**src/rtl/timer_pkg.sv**
```systemverilog
// rtl/timer_pkg.sv - shared state type and constants for the countdown timer
package timer_pkg;

    typedef enum logic [1:0] {
        IDLE  = 2'd0,
        RUN   = 2'd1,
        PAUSE = 2'd2,
        DONE  = 2'd3
    } tmr_state_t;

    localparam int TMR_W   = 6;
    localparam int SEC_MAX = 59;

endpackage

```
**src/rtl/down60.sv**
```systemverilog
// rtl/down60.sv - modulo-60 down counter with load and borrow flag
module down60
    import timer_pkg::*;
#(
    parameter int MAX = SEC_MAX
) (
    input  logic             clk,
    input  logic             rst,
    input  logic             en,
    input  logic             load,
    input  logic [TMR_W-1:0] load_val,
    output logic [TMR_W-1:0] count,
    output logic             borrow
);

    localparam logic [TMR_W-1:0] MAX_V = TMR_W'(MAX);
    localparam logic [TMR_W-1:0] ONE_V = TMR_W'(1);

    // Borrow flags the wrap from 0 back to MAX so the next digit can step down.
    assign borrow = en && (count == '0);

    // Count register: load wins over decrement, decrement wraps to MAX.
    always_ff @(posedge clk or posedge rst) begin
        if (rst) begin
            count <= '0;
        end else if (load) begin
            count <= load_val;
        end else if (en) begin
            count <= (count == '0) ? MAX_V : count - ONE_V;
        end
    end

endmodule

```
**src/rtl/countdown_timer.sv**
```systemverilog
// rtl/countdown_timer.sv - MM:SS countdown timer with run/pause control and expiry flags
module countdown_timer
    import timer_pkg::*;
#(
    parameter int MAX_MIN = 59,
    parameter int MAX_SEC = 59
) (
    input  logic             clk,
    input  logic             rst,
    input  logic             tick,
    input  logic             clear,
    input  logic             load,
    input  logic [TMR_W-1:0] load_min,
    input  logic [TMR_W-1:0] load_sec,
    input  logic             start,
    input  logic             stop,
    output logic [TMR_W-1:0] min,
    output logic [TMR_W-1:0] sec,
    output logic             running,
    output logic             done,
    output logic             expired
);

    localparam logic [TMR_W-1:0] MAX_MIN_V = TMR_W'(MAX_MIN);
    localparam logic [TMR_W-1:0] MAX_SEC_V = TMR_W'(MAX_SEC);
    localparam logic [TMR_W-1:0] ONE_V     = TMR_W'(1);

    tmr_state_t       state;
    tmr_state_t       nxt_state;
    logic [TMR_W-1:0] nxt_min;
    logic             nxt_expired;
    logic             sec_load;
    logic [TMR_W-1:0] sec_load_val;
    logic             sec_en;
    logic             sec_borrow;
    logic             count_zero;
    logic [TMR_W-1:0] min_clamped;
    logic [TMR_W-1:0] sec_clamped;

    assign count_zero  = (min == '0) && (sec == '0);
    assign min_clamped = (load_min > MAX_MIN_V) ? MAX_MIN_V : load_min;
    assign sec_clamped = (load_sec > MAX_SEC_V) ? MAX_SEC_V : load_sec;

    down60 #(
        .MAX (MAX_SEC)
    ) u_sec (
        .clk      (clk),
        .rst      (rst),
        .en       (sec_en),
        .load     (sec_load),
        .load_val (sec_load_val),
        .count    (sec),
        .borrow   (sec_borrow)
    );

    // Command decode in priority order; an ignored command falls through to the next one.
    always_comb begin
        nxt_state    = state;
        nxt_min      = min;
        nxt_expired  = 1'b0;
        sec_load     = 1'b0;
        sec_load_val = '0;
        sec_en       = 1'b0;
        if (clear) begin
            nxt_state = IDLE;
            nxt_min   = '0;
            sec_load  = 1'b1;
        end else if (load && (state != RUN)) begin
            nxt_state    = IDLE;
            nxt_min      = min_clamped;
            sec_load     = 1'b1;
            sec_load_val = sec_clamped;
        end else if (stop && (state == RUN)) begin
            nxt_state = PAUSE;
        end else if (start && ((state == IDLE) || (state == PAUSE)) && !count_zero) begin
            nxt_state = RUN;
        end else if (tick && (state == RUN) && !count_zero) begin
            sec_en = 1'b1;
            if ((min == '0) && (sec == ONE_V)) begin
                nxt_state   = DONE;
                nxt_expired = 1'b1;
            end
        end
    end

    // State, minutes and registered flags; minutes step down on the seconds borrow,
    // which is taken from the counter rather than the decode to keep the paths acyclic.
    always_ff @(posedge clk or posedge rst) begin
        if (rst) begin
            state   <= IDLE;
            min     <= '0;
            running <= 1'b0;
            done    <= 1'b0;
            expired <= 1'b0;
        end else begin
            state   <= nxt_state;
            min     <= sec_borrow ? (min - ONE_V) : nxt_min;
            running <= (nxt_state == RUN);
            done    <= (nxt_state == DONE);
            expired <= nxt_expired;
        end
    end

endmodule
```
**config.mk**
```make
export PLATFORM = sky130hd
export DESIGN_NAME = countdown_timer
export DESIGN_NICKNAME = d
export VERILOG_FILES = /design/src/rtl/timer_pkg.sv /design/src/rtl/down60.sv /design/src/rtl/countdown_timer.sv
export SDC_FILE = /design/constraint.sdc
export NUM_CORES = 1
export LEC_CHECK = 0
export CAP_MARGIN = 20
export CORE_MARGIN = 4
export CORE_UTILIZATION = 40
export CTS_CLUSTER_DIAMETER = 100
export DETAILED_ROUTE_END_ITERATION = 8
export DONT_BUFFER_PORTS = 1
export PLACE_DENSITY = 0.52
export REMOVE_ABC_BUFFERS = 1
export SLEW_MARGIN = 20
export SYNTH_ARGS = -nofsm -noshare
export SYNTH_HDL_FRONTEND = slang
export SYNTH_SLANG_ARGS = --single-unit
```
**constraint.sdc**
```tcl
create_clock -name clk -period 3 [get_ports clk]
set_input_delay 0.15 -clock clk [delete_from_list [all_inputs] [get_ports clk]]
set_output_delay 0.15 -clock clk [all_outputs]
set_load 0.005 [all_outputs]
```
==> results.tsv, run 1 <==
stage	metric	value	unit
yosys	Gate Count Post-Synth	135	
clock_tree	clock latency on the worst-skew pair	0.29	ns
cells_and_area	Register Area	425	µm²
global_route	number of global-route vias before repair	1029	
yosys	Yosys warning count	0	
yosys	synthesized flop and latch total	17	
detailed_routing	first drt pass iteration count	4	
global_route	initial antenna violation count	0	
yosys	xor/xnor share of the synthesized area	0.0212	
yosys	largest cells by area after synthesis	dfrtp_1 34%, ha_1 5.0%, a21oi_1 3.6%, inv_1 3.3%, nand2_1 3.0%	
worst_setup_path	Setup CP Type	reg2reg	
pwr	leakage power	0.535	nW
worst_setup_path	cell chain of the critical path	nor4_4 -> nand4_4 -> o2111a_1 -> a311o_1	
worst_setup_path	crit-path max cell delay	0.53	ns
placed_design	dpl cells	160	
worst_setup_path	FF-to-FF setup slack	1.08	ns
timing	Slew @ Worst Pin	0.669	ns
cells_and_area	Util after Layout	0.447	
yosys	Compound-Gate Fraction of Synth Area	0.220	
yosys	Avg Inst Size Synth	9.19	µm²
clock_tree	CTS tree	built	
placed_design	placer congestion estimate	0.894	
global_route	Total Routing Usage GR	0.163	
die	core area	2850	µm²
yosys	post-synthesis sequential area ratio	0.343	
yosys	Post-Synth Adder-Cell Area	0.0504	
detailed_routing	vias per inst	6.46	
worst_setup_path	Worst Setup End Kind	register	
die	Die Ht	63.7	µm
yosys	most common library cells after synthesis	17 x dfrtp_1, 11 x inv_1, 10 x nand2_1	
yosys	Synth Cell Area	1240	µm²
timing	fin crit share	0.639	
status	status	finished, final reports clean	
die	die area	4060	µm²
cells_and_area	Final Cell Area	1280	µm²
cells_and_area	final net count	160	
clock_tree	Resized cells post-CTS	0	
pwr	Cell Pwr Density	419	nW/µm²
worst_setup_path	CP max FO	8	
worst_setup_path	startpoint types	register	
clock_tree	clock buffer depth	2	
global_route	largest net degree at the start of global routing	18	
die	Ports	34	
cells_and_area	# diodes	0	
yosys	dominant cell by count in the synthesized netlist	dfrtp_1	
die	Die Wd	63.7	µm
detailed_routing	via count	1073	
timing	hold slack	0.00688	ns
yosys	Synth cell types	54	
placed_design	PortBufs	0	
detailed_routing	ANT nets after route	0	
worst_setup_path	required time worst endpoint	3.19	ns
clock_tree	total clock sinks	17	
clock_tree	CTS clock-pin slew for the worst setup and hold paths	0.10	ns
worst_setup_path	CP arrival	2.10	ns
timing	Final Hold Viols	0	
timing	Max transition margin	0.553	
timing	count of pins over their slew limit	0	
cells_and_area	Layout area overhead	2.82	%
job	MaxCap Viol Count	0	
yosys	most common flop cell mapped by yosys	dfrtp_1	
clock_tree	root buf cell	clkbuf_4	
yosys	mux cell area share after synthesis	0.0161	
cells_and_area	multi-input logic area	717	µm²
global_route	first-pass GRT wire length	5310	µm
clock_tree	CTS Buf Count	3	
yosys	top-area cell type share of the netlist area	0.343	
placed_design	Placed Area	1230	µm²
timing	Max Clk Rate	521	MHz
detailed_routing	DRT iter0 DRCs	68	
worst_hold_path	HP Class	in2reg	
cells_and_area	share of layout cells above drive strength 1	0.0815	
detailed_routing	DR WL/cell	19.1	µm
timing	Period minus WS final	1.92	ns
pwr	overall power	0.535	mW
timing	final worst slack	1.08	ns
timing	RSZ-0062 raised after global routing	false	
cells_and_area	Finished Layout Cells	166	
timing	Sum Neg Setup Slack	0	ns
yosys	simple-gate area share of the yosys netlist	0.270	
yosys	ys async rst share	1.00	
placed_design	dpl ws	1.12	ns
yosys	Post-synth EDFFs	0	
detailed_routing	DRC violations left	0	
yosys	Synth area leader	dfrtp_1	
clock_tree	H-tree depth	1	
timing	final setup violation count	0	
die	number of cell rows	19	
global_route	total congestion overflow	0	
cells_and_area	Layout fillers	289	
yosys	largest family of logic cells by synthesized area	simple AND/OR/NAND/NOR gates	
worst_setup_path	CP max-delay cell	nor4_4	
placed_design	DPL Wire Length	2460	µm
detailed_routing	drt total wl	3170	µm
die	initial core utilization	0.435	
timing	clk_skew	0.000638	ns
pwr	Max VDD drop	0.000222	V
what timing repair did:
action	in CTS	in global routing
setup buffers	0	0
endpoints found under the hold margin	22	0
hold buffers	2	0
cell type report:
| cell class | instances | share of cell area |
|---|---|---|
| Clock buffer | 4 | 0.0206 |
| Inverter | 11 | 0.0324 |
| Multi-Input combinational cell | 100 | 0.562 |
| Sequential cell | 17 | 0.333 |
| Tap cell | 31 | 0.0304 |
| Timing Repair Buffer | 3 | 0.0216 |
cell usage in the layout, fill, tap and decap left out, types with 2 or more instances in the layout:
cell / instances
dfrtp_1: 17
inv_1: 11
nand2_1: 10
nor2_1: 9
a21oi_1: 9
nand3_1: 5
ha_1: 5
o22ai_1: 4
nor4_1: 3
a311o_1: 3
nand4_1: 3
clkbuf_4: 3
and4_2: 2
nor3b_1: 2
nor3_1: 2
o21ai_0: 2
a221o_1: 2
nor2b_1: 2
o211ai_1: 2
xnor2_1: 2
o221ai_1: 2
mux2i_1: 2
and3_1: 2
dlygate4sd3_1: 2
worst paths after layout:
| path | startpoint | end | depth (start not counted) |
|---|---|---|---|
| hold / removal | clear | u_sec.count[4] | 2 |
| setup reg to reg | u_sec.count[2] | min[4] | 4 |
| min in group asynchronous | rst | min[3] | 2 |
| hold reg to reg | min[0] | min[0] | 1 |
| setup / recovery | u_sec.count[2] | min[4] | 4 |
| max in group asynchronous | rst | u_sec.count[3] | 2 |
power breakdown:
group,internal [mW],switching (mW)
logic,0.0585,0.0794
clock network,0.0518,0.0754
registers,0.243,0.0264
logic make-up after synthesis:
group	Yosys count
xor gates and xnor gates	3
DFF	17
AOI/OAI and AO/OA	37
buffers and inverters	18
and+or+nand+nor	53
muxes	2
adders and majority gates	5
sequential cells by signal, indices dropped and copies added, names as in the netlist:
signal / cells
expired: 1
state: 2
running: 1
min: 6
u_sec.count: 6
done: 1
per-layer routing:
| metal | vias up | GRT usage | routed length (µm) | part of all wire |
|---|---|---|---|---|
| li1 | 512 | - | - | - |
| met1 | 515 | 0.225 | 1440 | 0.45 |
| met2 | 41 | 0.256 | 1490 | 0.47 |
| met3 | 5 | 0.0355 | 198 | 0.062 |
| met4 | 0 | 0.0512 | 40 | 0.013 |
| met5 | - | 0 | 0 | 0 |
worst max-delay path: cells and delay by family (launching register included):
kind	cells	cell delay [ns]
DFF	1	0.49
AOI/OAI and AO/OA	2	0.61
and+or+nand+nor	2	0.72
Power figures use the tool's default switching activity.
==> run 2: changes to the inputs <==
--- a/config.mk
+++ b/config.mk
@@ -5,6 +5,7 @@
 export SDC_FILE = /design/constraint.sdc
 export NUM_CORES = 1
 export LEC_CHECK = 0
+export ABC_AREA = 1
 export CAP_MARGIN = 20
 export CORE_MARGIN = 4
 export CORE_UTILIZATION = 40
==> constraint.sdc (replaced) <==
create_clock -name clk -period 2 [get_ports clk]
set_input_delay 0.1 -clock clk [delete_from_list [all_inputs] [get_ports clk]]
set_output_delay 0.1 -clock clk [all_outputs]
set_load 0.005 [all_outputs]
==> run 2 against run 1 <==
First-iteration DRC count is 4.4% lower. Setup slack worse by 0.81 ns. Sequential power grew 60%. Critical endpoint is now u_sec.count[0].
==> results.tsv, run 2 <==
stage	metric	value	unit	change
detailed_routing	via count	1080		+0.65%
worst_hold_path	HP Class	in2reg		
die	initial core utilization	0.428		-0.00696
detailed_routing	ANT nets after route	0		unchanged
placed_design	DPL Wire Length	2260	µm	-7.8%
timing	fin crit share	0.862		+0.223
placed_design	placer congestion estimate	0.867		-3.1%
worst_setup_path	CP arrival	1.91	ns	-0.19 ns
pwr	leakage power	0.701	nW	+31%
timing	Period minus WS final	1.72	ns	-0.194 ns
worst_setup_path	startpoint types	register		
worst_setup_path	FF-to-FF setup slack	0.28	ns	-0.81 ns
timing	hold slack	0.0188	ns	+0.0120 ns
clock_tree	CTS Buf Count	3		unchanged
cells_and_area	Layout area overhead	9.50	%	
yosys	Avg Inst Size Synth	7.34	µm²	-20%
cells_and_area	largest registers	min x6, u_sec.count x6, state x2		
global_route	Total Routing Usage GR	0.154		-0.00984
cells_and_area	# diodes	0		unchanged
clock_tree	CTS tree	built		
worst_setup_path	Setup CP Type	reg2reg		
clock_tree	H-tree depth	1		unchanged
pwr	Net Sw Frac	0.404		+0.0658
timing	Final Hold Viols	0		unchanged
timing	Max Clk Rate	580	MHz	+11%
detailed_routing	vias per inst	5.27		-18%
clock_tree	clock buffer depth	2		unchanged
yosys	largest cells by area after synthesis	dfrtp_1 35%, nand2_1 13%, inv_1 8.7%, nand3_1 7.0%, ha_1 5.2%		
worst_setup_path	CP max FO	11		+3
status	status	finished, final reports clean		
worst_hold_path	Hold Path Depth	4		+2
yosys	Synth area leader	dfrtp_1		
clock_tree	clock latency on the worst-skew pair	0.29	ns	about the same
timing	Slew @ Worst Pin	0.689	ns	+0.0196 ns
timing	count of pins over their slew limit	0		unchanged
detailed_routing	DRT iter0 DRCs	65		-4.4%
yosys	synthesized flop and latch total	17		unchanged
detailed_routing	first drt pass iteration count	4		unchanged
global_route	first-pass GRT wire length	4840	µm	-8.9%
clock_tree	Resized cells post-CTS	0		unchanged
yosys	ys async rst share	1.00		unchanged
die	Die Wd	63.0	µm	-1.1%
cells_and_area	commonest cells after routing, fill and taps aside	41 x nand2_1, 28 x inv_1, 17 x nand3_1, 17 x dfrtp_1		
pwr	Int Pwr	0.586	mW	+66%
worst_setup_path	r2r startpoint	u_sec.count[0]		
global_route	number of global-route vias before repair	1023		-0.58%
pwr	Seq pwr share	0.440		-0.064
die	number of cell rows	19		unchanged
yosys	dominant cell by count in the synthesized netlist	nand2_1		
die	Die Ht	63.0	µm	-1.1%
timing	Max transition margin	0.540		-0.0131
worst_setup_path	Register-to-Register Path Depth	9		+5
yosys	Yosys warning count	0		unchanged
clock_tree	CTS clock-pin slew for the worst setup and hold paths	0.11	ns	about the same
detailed_routing	drt total wl	2880	µm	-9.3%
detailed_routing	DR WL/cell	14.0	µm	-27%
pwr	Clk pwr share	0.197		-0.041
yosys	most common library cells after synthesis	41 x nand2_1, 28 x inv_1, 17 x dfrtp_1, 17 x nand3_1		
yosys	top-area cell type share of the netlist area	0.351		+0.00850
cells_and_area	final net count	199		+24%
clock_tree	root buf cell	clkbuf_4		
pwr	sw power	0.398	mW	+120%
yosys	Gate Count Post-Synth	165		+22%
global_route	total congestion overflow	0		unchanged
die	Ports	34		unchanged
worst_setup_path	required time worst endpoint	2.19	ns	-1.00 ns
global_route	initial antenna violation count	0		unchanged
job	MaxCap Viol Count	0		unchanged
worst_hold_path	Endpoint, Worst Hold	u_sec.count[4]		
worst_setup_path	reg2reg end	u_sec.count[0]		
cells_and_area	share of layout cells above drive strength 1	0.121		+0.0392
cells_and_area	commonest non-fill, non-tap cell in the layout	nand2_1		
yosys	Synth Cell Area	1210	µm²	-2.4%
pwr	Cell Pwr Density	741	nW/µm²	+77%
detailed_routing	DRC violations left	0		unchanged
yosys	Post-synth EDFFs	0		unchanged
yosys	post-synthesis sequential area ratio	0.351		+0.00850
clock_tree	total clock sinks	17		unchanged
die	core area	2830	µm²	-0.83%
cells_and_area	Layout fillers	284		-1.7%
worst_setup_path	crit path from	u_sec.count[0]		
placed_design	PortBufs	0		unchanged
timing	Sum Neg Setup Slack	0	ns	unchanged
timing	final setup violation count	0		unchanged
yosys	most common flop cell mapped by yosys	dfrtp_1		
timing	clk_skew	0.00496	ns	+0.00433 ns
pwr	Max VDD drop	0.000379	V	+71%
worst_hold_path	min-delay src	load_sec[4]		
timing	RSZ-0062 raised after global routing	false		
clock_tree	postcts setup bufs	0		unchanged
global_route	largest net degree at the start of global routing	18		unchanged
yosys	Synth cell types	24		-56%
die	die area	3970	µm²	-2.1%
worst_setup_path	Worst Setup End Kind	register		
pwr	Comb pwr share	0.363		+0.105
## run 2: critical path, stage by stage (launching register included)
cell     delay, ns
dfrtp_1       0.43
inv_1         0.21
ha_1          0.23
nand3_4       0.12
nor2_4        0.14
nor2_2        0.05
nand2_2       0.08
nand2_2       0.17
nand2_1       0.13
o21ai_2       0.05
## run 2: what timing repair did
action                                  4_1_cts  5_1_grt
hold buffers                                  6        0
endpoints found under the hold margin        22        0
endpoints found under the setup margin        0        0
## run 2: worst max path at each step
| stage | endpoint | slack [ns] | cells past startpoint |
|---|---|---|---|
| floorplan | u_sec.count[0] | 0.48 | 9 |
| global placement | min[4] | 0.34 | 9 |
| detailed placement | u_sec.count[0] | 0.28 | 9 |
| CTS | u_sec.count[3] | 0.26 | 9 |
| global route | u_sec.count[2] | 0.14 | 9 |
| finish | u_sec.count[0] | 0.28 | 9 |
## run 2: area by class of cell
| type | count | area (µm²) | area share |
|---|---|---|---|
| repair buffers | 7 | 67.6 | 0.0509 |
| clock inverters | 1 | 5.00 | 0.00377 |
| inverters | 29 | 110 | 0.0830 |
| clock buffers | 3 | 22.5 | 0.0170 |
| well taps | 31 | 38.8 | 0.0292 |
| multi-input cells | 117 | 657 | 0.495 |
| flip-flops and latches | 17 | 425 | 0.321 |
## run 2: metrics by stage
step	util	cell area, µm²	cells	setup WS [ns]	power (mW)
6_report	0.469	1330	205	0.276	0.983
3_3_place_gp	0.438	1240	195	0.339	0.786
3_5_place_dp	0.438	1240	195	0.283	0.788
5_1_grt	0.469	1330	205	0.138	1.06
2_1_floorplan	-	1190	163	0.483	0.714
4_1_cts	0.469	1330	205	0.259	0.992
## run 2: metal layers
layer	part of all wire	global-route usage	routed length, µm
met2	0.44	0.246	1270
met5	0	0	0
met1	0.48	0.200	1380
met3	0.065	0.0414	186
met4	0.014	0.0468	40
## run 2: cells by family (layout without fill, tap and decap cells)
group | after synthesis | in the layout | synth area share
and+or+nand+nor | 84 | 84 | 0.343
buffers and inverters | 31 | 40 | 0.106
AOI/OAI and AO/OA | 23 | 23 | 0.112
DFF | 17 | 17 | 0.351
adders and majority gates | 5 | 5 | 0.0517
xor gates and xnor gates | 5 | 5 | 0.0362
## run 2: power by group through the flow
stage | Combinational (mW) | Sequential [mW] | Clock [mW]
detailed placement | 0.346 | 0.442 | 0
floorplan | 0.284 | 0.430 | 0
CTS | 0.360 | 0.435 | 0.198
global route | 0.405 | 0.442 | 0.217
finish | 0.357 | 0.433 | 0.194
global placement | 0.346 | 0.441 | 0
==> run 3: changes to the inputs <==
--- a/config.mk
+++ b/config.mk
@@ -6,13 +6,13 @@
 export NUM_CORES = 1
 export LEC_CHECK = 0
 export ABC_AREA = 1
+export BUFFER_PORTS_ARGS = -buffer_cell sky130_fd_sc_hd__buf_2
 export CAP_MARGIN = 20
 export CORE_MARGIN = 4
 export CORE_UTILIZATION = 40
 export CTS_CLUSTER_DIAMETER = 100
 export DETAILED_ROUTE_END_ITERATION = 8
-export DONT_BUFFER_PORTS = 1
-export PLACE_DENSITY = 0.52
+export PLACE_DENSITY = 0.62
 export REMOVE_ABC_BUFFERS = 1
 export SLEW_MARGIN = 20
 export SYNTH_ARGS = -nofsm -noshare
==> constraint.sdc (replaced) <==
create_clock -name clk -period 2 [get_ports clk]
set_input_delay 0.4 -clock clk [delete_from_list [all_inputs] [get_ports clk]]
set_output_delay 0.4 -clock clk [all_outputs]
set_load 0.005 [all_outputs]
==> run 3 against run 2 <==
Register-to-register slack about the same. Total power increased by 4.6%. Critical path depth unchanged. Sequential power decreased by 3%. Combinational power increased by 14%. Global-route usage increased by 0.093 points. Clock power increased by 4%. Clock-buffer cell count increased by 1. Die area unchanged. First-iteration DRC count decreased by 11%. Sequential share of layout area decreased by 2.2 points. Final cell count increased by 13%. Largest cell class unchanged. Largest power group unchanged.
==> results.tsv, run 3 (synthesis results as in run 2) <==
stage	metric	value	unit	change
detailed_routing	vias per inst	5.07		-3.7%
detailed_routing	ANT nets after route	0		unchanged
global_route	largest net degree at the start of global routing	18		unchanged
die	Ports	34		unchanged
cells_and_area	commonest non-fill, non-tap cell in the layout	nand2_1		
worst_setup_path	Worst Setup End Kind	register		
timing	count of pins over their slew limit	0		unchanged
timing	Slew @ Worst Pin	0.687	ns	-0.00220 ns
global_route	initial antenna violation count	0		unchanged
clock_tree	clock latency on the worst-skew pair	0.30	ns	about the same
detailed_routing	via count	1172		+8.5%
clock_tree	CTS tree	built		
global_route	number of global-route vias before repair	1170		+14%
clock_tree	Resized cells post-CTS	0		unchanged
clock_tree	CTS Buf Count	3		unchanged
clock_tree	postcts setup bufs	0		unchanged
placed_design	DPL Wire Length	2220	µm	-2.0%
cells_and_area	largest registers	min x6, u_sec.count x6, state x2		
detailed_routing	DRT iter0 DRCs	58		-11%
cells_and_area	Util after Layout	0.503		+0.0341
die	Die Ht	63.0	µm	unchanged
placed_design	Placed Area	1400	µm²	+13%
pwr	leakage power	0.815	nW	+16%
timing	Period minus WS final	1.73	ns	+0.00416 ns
die	die area	3970	µm²	unchanged
detailed_routing	first drt pass iteration count	4		unchanged
detailed_routing	DRC violations left	0		unchanged
clock_tree	CTS clock-pin slew for the worst setup and hold paths	0.11	ns	about the same
cells_and_area	Final Cell Area	1420	µm²	+7.3%
worst_setup_path	CP arrival	1.94	ns	+0.03 ns
pwr	Seq pwr share	0.410		-0.030
clock_tree	total clock sinks	17		unchanged
status	status	finished, final reports clean		
die	Die Wd	63.0	µm	unchanged
pwr	Cell Pwr Density	723	nW/µm²	-2.5%
worst_setup_path	CP max FO	9		-2
timing	Max transition margin	0.542		+0.00147
clock_tree	H-tree depth	1		unchanged
pwr	sw power	0.414	mW	+4.2%
clock_tree	hold_buf cts	0		-6
pwr	Int Pwr	0.614	mW	+4.9%
cells_and_area	final net count	225		+13%
worst_setup_path	r2r startpoint	u_sec.count[0]		
pwr	overall power	1.03	mW	+4.6%
pwr	Max VDD drop	0.000457	V	+21%
clock_tree	clock buffer depth	2		unchanged
pwr	Comb pwr share	0.395		+0.032
cells_and_area	Layout area overhead	17.5	%	
job	MaxCap Viol Count	0		unchanged
timing	hold slack	0.176	ns	+0.157 ns
die	core area	2830	µm²	unchanged
die	number of cell rows	19		unchanged
pwr	Clk pwr share	0.196		about the same
cells_and_area	share of layout cells above drive strength 1	0.260		+0.139
global_route	Total Routing Usage GR	0.155		+0.000928
global_route	first-pass GRT wire length	5010	µm	+3.6%
timing	clk_skew	0.00240	ns	-0.00256 ns
worst_hold_path	HP Class	in2async		
global_route	total congestion overflow	0		unchanged
timing	fin crit share	0.864		+0.00208
placed_design	placer congestion estimate	0.901		+3.9%
clock_tree	root buf cell	clkbuf_4		
cells_and_area	commonest cells after routing, fill and taps aside	41 x nand2_1, 33 x buf_2, 28 x inv_1, 17 x nand3_1, 17 x dfrtp_1		
placed_design	PortBufs	33		+33
worst_setup_path	Setup CP Type	reg2reg		
cells_and_area	# diodes	0		unchanged
timing	final setup violation count	0		unchanged
timing	Final Hold Viols	0		unchanged
worst_setup_path	required time worst endpoint	2.21	ns	+0.02 ns
die	initial core utilization	0.428		unchanged
worst_setup_path	startpoint types	register		
timing	RSZ-0062 raised after global routing	false		
timing	Sum Neg Setup Slack	0	ns	unchanged
detailed_routing	drt total wl	2860	µm	-0.56%
worst_setup_path	crit path from	u_sec.count[0]		
pwr	Net Sw Frac	0.403		-0.00159
timing	Max Clk Rate	579	MHz	-0.24%
detailed_routing	DR WL/cell	12.4	µm	-12%
run 3: changes by cell type in the layout (fill, tap and decap cells not counted):
cell	change
buf_2	+33
clkinv_2	-1
clkbuf_1	+1
buf_4	-1
dlygate4sd3_1	-6
run 3: layout make-up:
type | instances | area, µm²
Fill cell | 291 | 1410
Multi-Input combinational cell | 117 | 657
Sequential cell | 17 | 425
Timing Repair Buffer | 33 | 165
Inverter | 29 | 110
Tap cell | 31 | 38.8
Clock buffer | 4 | 26.3
run 3: final timing paths:
check                                 end  slack (ns)  cells past startpoint
min                               running        0.18                      2
max                                min[4]        0.27                      9
min in group clk                   min[3]        0.32                      3
max reg2reg                        min[4]        0.27                      9
min reg2reg                       running        0.58                      3
max in group asynchronous  u_sec.count[5]        1.39                      2
run 3: power groups by stage:
stage | sequential, mW | clock (mW) | combinational, mW
after floorplan | 0.430 | 0 | 0.284
after global placement | 0.428 | 0 | 0.401
after detailed placement | 0.430 | 0 | 0.403
after CTS | 0.423 | 0.200 | 0.407
after global routing | 0.429 | 0.219 | 0.459
final | 0.421 | 0.201 | 0.406
run 3: metrics by stage:
step | cells | worst slack [ns]
3_3_place_gp | 227 | 0.321
3_5_place_dp | 227 | 0.316
2_1_floorplan | 163 | 0.483
5_1_grt | 231 | 0.110
6_report | 231 | 0.272
4_1_cts | 231 | 0.293
run 3: routing by layer:
metal,vias to the layer above,track usage,routed length (µm)
met1,528,0.207,1370
met4,0,0.0551,41
met3,6,0.0306,192
li1,598,-,-
met5,-,0,0
met2,40,0.245,1260
run 3: worst max-delay path, stage by stage, from the launching register on:
cell     delay [ns]
dfrtp_1        0.41
inv_1          0.20
ha_1           0.23
nand3_4        0.12
inv_1          0.13
nand4_2        0.25
nand2_1        0.13
nand2_1        0.06
nand2_1        0.05
inv_1          0.04
